**src/rtl/serializer_pkg.sv**
```systemverilog
// serializer_pkg: shared state encoding, default geometry and frame-length helper for word_serializer.
package serializer_pkg;
  typedef enum logic [1:0] {IDLE, START, DATA, STOP} state_t;
  localparam int DEF_WIDTH = 9;
  localparam int DEF_BAUD_DIV = 4;
  function automatic int frame_cycles(input int width, input int div);
    return (width + 2) * div;
  endfunction
endpackage

```
**src/rtl/word_serializer_bit_timer.sv**
```systemverilog
// bit_timer: modulo-DIV baud counter with synchronous clear, ticking on the last count of each bit.
module bit_timer #(
  parameter int DIV = 4
) (
  input  logic clk,
  input  logic rst,
  input  logic clr,
  output logic tick
);
  localparam int CW = DIV > 1 ? $clog2(DIV) : 1;
  logic [CW-1:0] cnt;
  always_ff @(posedge clk or negedge rst)
    if (!rst) cnt <= '0;
    else cnt <= (clr || cnt == CW'(DIV - 1)) ? '0 : cnt + CW'(1);
  assign tick = !clr && cnt == CW'(DIV - 1);
endmodule

```
**src/rtl/word_serializer.sv**
```systemverilog
// word_serializer: start/word/stop serial transmitter, LSB first, BAUD_DIV clocks per bit.
// Define PARITY_CHECK_EN to reject words whose even-parity bit is wrong.
module word_serializer
  import serializer_pkg::*;
#(
  parameter int WIDTH = DEF_WIDTH,
  parameter int BAUD_DIV = DEF_BAUD_DIV
) (
  input  logic             clk,
  input  logic             rst,
  input  logic             load,
  input  logic [WIDTH-1:0] data,
  output logic             ser_out,
  output logic             busy,
  output logic             done,
  output logic             parity_err
);
  localparam int BW = $clog2(WIDTH);
  state_t state, state_d;
  logic [WIDTH-1:0] shift, shift_d;
  logic [BW-1:0] bit_cnt, bit_d;
  logic done_q, done_d, perr_q, perr_d, tick, ok;
`ifdef PARITY_CHECK_EN
  assign ok = data[WIDTH-1] == ^data[WIDTH-2:0];
`else
  assign ok = 1'b1;
`endif
  bit_timer #(.DIV(BAUD_DIV)) u_timer (.clk, .rst, .clr(state == IDLE), .tick);
  always_comb begin
    state_d = state;
    shift_d = shift;
    bit_d = bit_cnt;
    done_d = 1'b0;
    perr_d = 1'b0;
    case (state)
      IDLE: if (load) begin
        if (ok) begin
          state_d = START;
          shift_d = data;
          bit_d = '0;
        end else perr_d = 1'b1;
      end
      START: if (tick) begin
        state_d = DATA;
        bit_d = '0;
      end
      DATA: if (tick) begin
        shift_d = shift >> 1;
        bit_d = bit_cnt + BW'(1);
        state_d = bit_cnt == BW'(WIDTH - 1) ? STOP : DATA;
      end
      STOP: if (tick) begin
        state_d = IDLE;
        done_d = 1'b1;
      end
      default: state_d = IDLE;
    endcase
  end
  always_ff @(posedge clk or negedge rst)
    if (!rst) begin
      state <= IDLE;
      shift <= '0;
      bit_cnt <= '0;
      done_q <= 1'b0;
      perr_q <= 1'b0;
    end else begin
      state <= state_d;
      shift <= shift_d;
      bit_cnt <= bit_d;
      done_q <= done_d;
      perr_q <= perr_d;
    end
  assign ser_out = state == DATA ? shift[0] : state != START;
  assign busy = state != IDLE;
  assign done = done_q;
`ifdef PARITY_CHECK_EN
  assign parity_err = perr_q;
`else
  assign parity_err = 1'b0;
`endif
endmodule

```
**config.mk**
```make
export PLATFORM = sky130hd
export DESIGN_NAME = word_serializer
export DESIGN_NICKNAME = d
export VERILOG_FILES = /design/src/rtl/serializer_pkg.sv /design/src/rtl/word_serializer_bit_timer.sv /design/src/rtl/word_serializer.sv
export SDC_FILE = /design/constraint.sdc
export NUM_CORES = 1
export LEC_CHECK = 0
export BUFFER_PORTS_ARGS = -buffer_cell sky130_fd_sc_hd__clkbuf_2
export CELL_PAD_IN_SITES_DETAIL_PLACEMENT = 2
export CELL_PAD_IN_SITES_GLOBAL_PLACEMENT = 2
export CORE_MARGIN = 3
export CORE_UTILIZATION = 37
export CTS_CLUSTER_DIAMETER = 80
export DETAILED_ROUTE_END_ITERATION = 7
export GPL_TIMING_DRIVEN = 0
export PLACE_DENSITY = 0.84
export SETUP_SLACK_MARGIN = 0.1
export SKIP_LAST_GASP = 1
export SYNTH_ARGS = -nofsm -noshare
export SYNTH_HDL_FRONTEND = slang
export SYNTH_SLANG_ARGS = --single-unit
```
**constraint.sdc**
```tcl
create_clock -name clk -period 4.8 [get_ports clk]
set_input_delay 0.24 -clock clk [delete_from_list [all_inputs] [get_ports clk]]
set_output_delay 0.24 -clock clk [all_outputs]
set_load 0.005 [all_outputs]
```
## Yosys cells after proc, flatten, opt, wreduce, memory -nomap -nowiden

Cells that the tools add are included.

- Equality and inequality tests: 10
- Reduce and logical (&&, ||, !) cells: 10
- Add/subtract/negate cells: 2
- Mux-type cells: 17

Operator list:

| cell | count |
|---|---|
| $mux W9 | 2 |
| $pmux W9 S2 | 1 |
| $mux W4 | 3 |
| $pmux W4 S3 | 1 |
| $mux W2 | 5 |
| $ne A2 B2 Y1 const B | 4 |
| $pmux W2 S4 | 1 |
| $reduce_and A4 Y1 | 2 |
| $eq A2 B2 Y1 const B | 3 |
| $add A4 B1 Y4 const B | 1 |
| $eq A4 B4 Y1 const B | 1 |
| $mux W1 | 4 |
| $reduce_bool A2 Y1 | 2 |
| $reduce_and A3 Y1 | 1 |
| $reduce_bool A3 Y1 | 1 |
| $add A2 B1 Y2 const B | 1 |
| $eq A2 B1 Y1 const B | 1 |
| $logic_not A2 Y1 | 1 |
| $ne A2 B1 Y1 const B | 1 |
| $logic_and A1 B1 Y1 | 1 |
| $logic_not A1 Y1 | 1 |
| $logic_or A1 B1 Y1 | 1 |

- Output and inout bits: 4
- Register bits: 18

## Longest topological paths before layout

- Word-level depth: 5
- Mapped depth: 8
- Mapped depth without buffers: 6

## By module

Synthesis repeated with hierarchy kept, for this count alone.

- Cells, all modules: 87
- Area, all modules: 1023.5 um2

Modules (own cells, without submodules):

| module | seq. area each (um2) | area each (um2) | times used | cells an instance |
|---|---|---|---|---|
| word_serializer | 400.4 | 937.1 | 1 | 81 |
| bit_timer | 50.0 | 86.3 | 1 | 6 |

## Least setup slack after synthesis

No wires, ideal clock.

- Kind: register to register
- From: register state[0]
- To: register shift[0]
- Arrival: 1.427 ns
- Path slack: 3.251 ns
- Path buffers: 2
- Setup time: 0.122 ns
- Cell stages (with the launch flop): 9
- Clock period less this slack: 1.549 ns
- Cell sequence: dfrtp_1 > inv_1 > ha_1 > nor2b_2 > a22o_1 > buf_6 > buf_8 > nor2_2 > a21oi_2

- Longest elaborated chain between the ends: 5
- Elaborated cells between the ends (all ways): 9

RTL lines:

| what | RTL line | RTL |
|---|---|---|
| start, declared | word_serializer.sv:19 | `state_t state, state_d;` |
| start signal, assigned | word_serializer.sv:67 | `state <= state_d;` |
| $logic_not A2 Y1 | -- |  |
| $logic_not A1 Y1 | word_serializer_bit_timer.sv:15 | `assign tick = !clr && cnt == CW'(DIV - 1);` |
| $logic_and A1 B1 Y1 | word_serializer_bit_timer.sv:15 |  |
| $ne A2 B2 Y1 (no source line) | -- |  |
| $reduce_and A3 Y1 (no source line) | -- |  |
| end signal, assigned | word_serializer.sv:68 | `shift <= shift_d;` |
| end, declared | word_serializer.sv:20 | `logic [WIDTH-1:0] shift, shift_d;` |

Several ways; a longest one is shown, not always the timed one.
A chain may end at the register's enable or synchronous reset.

## Final worst setup path

- From: register state[0]
- To: output port ser_out

- Longest elaborated chain between the ends: 2
- Elaborated cells between the ends (all ways): 3

RTL lines:

| what | RTL line | RTL |
|---|---|---|
| $ne A2 B1 Y1 / $eq A2 B2 Y1 (equally long branches) | word_serializer.sv:73 | `assign ser_out = state == DATA ? shift[0] : state != START;` |
| $mux W1 * | word_serializer.sv:73 |  |
| end, declared | word_serializer.sv:13 | `output logic ser_out,` |

Every way passes the cells marked *; elsewhere a longest branch is shown, timed or not.

==> impl_results.md <==
* Worst path depth at 6
* Synth top cells by count: dfrtp_1, nor2_1, a21oi_2, ha_1, mux2i_1
* Maximum VDD drop at 0.000361 V
* Filler instances at between 200 and 300
* Synth area leader: dfrtp_1
* Final period util at 0.420
* Worst min path class: in -> reg
* Total inserted antenna cells at 0
* Post-cts sizing count at 0
* Crit path required time at about 4.6 ns
* Via/cell ratio at 5.29
* Status: completed
* Residual DRC at 0
* Async S/R FF share, synth at 1.00
* Synthesized area at roughly 1000 um^2
* Final Skew at 0.00615 ns
* CTS tree: built
* Met1 global-route usage at 0.174
* First-pass DRT Iterations at 3
* Gr busiest metal: met2
* Seq/Total Area, Yosys at 0.439
* Crit. End Element: primary output
* Initial DRC Count at 23
* Placed Cells incl. Taps at ~140
* Crit path time final at 2.02 ns
* Syn nets at ~120
* Post-synth EDFFs at 0
* Non-Filler Instances at 147
* Clock Path Buffers at 2
* Largest net degree at the start of global routing at 19
* Max incr delay on CP at 0.42 ns
* Pwr dens at just over 600 nW/um^2
* CP bufs+invs at 4
* Critical Path Source Type: flip-flop
* Worst path cell trace: inv_1 > ha_1 > buf_6 > buf_2 > a21o_1 > clkbuf_2
* Die H at 58.7 um
* Register bit total from synthesis at 18
* Hold Vio Cnt, Final at 0
* Critical path class: reg -> out
* Met3 Resource Use GR at 0.0461
* Routed WL per cell at about 17 um
* Dpl hpwl at roughly 1900 um
* Io pins at 16
* Overflow after GRT at 0
* Fin Setup TNS at 0 ns
* Post-Synthesis Cells at approximately 100
* Final Slew Violations at 0
* Die width at a little under 60 um
* Crit path max-delay family: buffers and inverters
* Register-to-Register Path Depth at 8
* Worst skew pair latency at ~0.31 ns
* Number of buffers created by CTS at 3
* Total GRT Usage at 0.164
* Max_cap viols at 0
* Setup WS pre-CTS at between 2 and 3 ns
* Final Power at about 710 uW
* Final setup violation count at 0
* CP max-delay cell: dfrtp_1
* Fin nets at approximately 140
* Die ar. at ~3400 um^2
* Core Area at around 2600 um^2
* Global-route wire length before repair at slightly above 4000 um
* Effective utilization at floorplan at 0.400
* ANT nets after route at 0
* Vias in the first global route at 875
* Layout cells sized above 1 at 0.308
* Met2 usage at 0.316
* Synth unique cells at 31
* Yosys warnings at 0
* Clock sink total at 18
* Port bufs at 14
* P_leak at 0.000551 uW
* Final setup margin at about 2.8 ns
* Top_reg_cell synth: dfrtp_1
* RSZ-0062 raised after global routing: false
* WL final at ~2500 um
* Syn Area/Cell at ~10 um^2
* Cell depth of the worst hold path at 3
* Share of the synthesized area in the top cell type at 0.439
* CP max FO at 10
* Clock Tree Root: clkbuf_4
* Syn-to-layout area delta at 15.0%
* Worst-path clk slew at 0.11 ns
* Max Clock Freq at between 0.4 and 0.5 GHz
* Vias at 778
* Count leader, synth: dfrtp_1
* Critical path arrival at 1.78 ns
* H-Tree Depth at 1
* Hold WS at ~0.18 ns
* Initial antenna violation count at 0
* Routability cong. at around 0.74
* Count of standard-cell rows at 18
* Area contributors post-synth: dfrtp_1, ha_1, mux2i_1, a21oi_2, nor2_1
==> per-stage QoR <==
| step | area [um^2] | utilization |
|---|---|---|
| after floorplan | 1030 | - |
| after global placement | 1130 | 0.442 |
| after detailed placement | 1130 | 0.442 |
| after CTS | 1180 | 0.460 |
| after global routing | 1180 | 0.460 |
| final | 1180 | 0.460 |
==> registers in the layout, summed over array words and instances, names as in the netlist <==
| signal | flops |
|---|---|
| shift | 9 |
| bit_cnt | 4 |
| state | 2 |
| u_timer.cnt | 2 |
| done | 1 |
==> power by group <==
part,internal (uW),switching [uW]
Sequential,207,35.9
Clock,46.4,51.3
Combinational,163,210
Total,416,298
==> worst min-delay path: cells and delay by family <==
family	cells	cell delay (ns)
and+or+nand+nor	1	0.09
AOI/OAI and AO/OA	1	0.05
buffers and inverters	1	0.08
==> timing repair <==
item	in CTS	in global routing
setup buffers	0	0
hold endpoints to repair	18	0
hold buffers	1	0
==> cells by family after synthesis <==
| kind of cell | count (synthesis) | synth area share |
|---|---|---|
| flip-flops | 18 | 0.439 |
| buffers and inverters | 11 | 0.0707 |
| adder cells (fa/ha/maj) | 8 | 0.0976 |
| multiplexers | 9 | 0.0890 |
| AND/OR/NAND/NOR | 30 | 0.155 |
| AO/OA/AOI/OAI | 21 | 0.145 |
| other | 1 | 0.00366 |
==> final cells by class <==
cell class / instances / area, um^2 / area share
multi-input combinational: 69 / 503 / 0.426
inverter: 6 / 22.5 / 0.0191
buffer: 5 / 50.0 / 0.0424
sequential: 18 / 450 / 0.382
timing repair buffer: 15 / 80.1 / 0.0679
tap: 30 / 37.5 / 0.0318
clock buffer: 4 / 36.3 / 0.0308
==> layer usage <==
| layer | part of all wire | wire [um] |
|---|---|---|
| met1 | 0.40 | 994 |
| met3 | 0.034 | 86 |
| met2 | 0.56 | 1390 |
| met4 | 0.010 | 25 |
| met5 | 0 | 0 |
==> cells in the final DEF (no fill, tap or decap), drive strengths merged, types with 3 or more instances in the layout <==
cell type  Yosys  final
a21oi         10     10
buf            5      5
clkbuf         0     18
dfrtp         18     18
ha             8      8
inv            6      6
mux2i          8      8
nand2          4      4
nor2          11     11
nor3           3      3
o21ai          8      8
==> final timing paths <==
check	endpoint	slack [ns]	start
min in group asynchronous	shift[4]$_DFFE_PN0P_	0.41	rst
setup reg to reg	shift[0]$_DFFE_PN0P_	2.99	state[0]$_DFFE_PN0P_
hold / removal	shift[8]$_DFFE_PN0P_	0.18	data[8]
hold reg to reg	u_timer.cnt[0]$_DFF_PN0_	0.46	u_timer.cnt[0]$_DFF_PN0_
max in group asynchronous	state[0]$_DFFE_PN0P_	4.07	rst
setup / recovery	ser_out	2.78	state[0]$_DFFE_PN0P_
(Power assumes the default switching activity.)
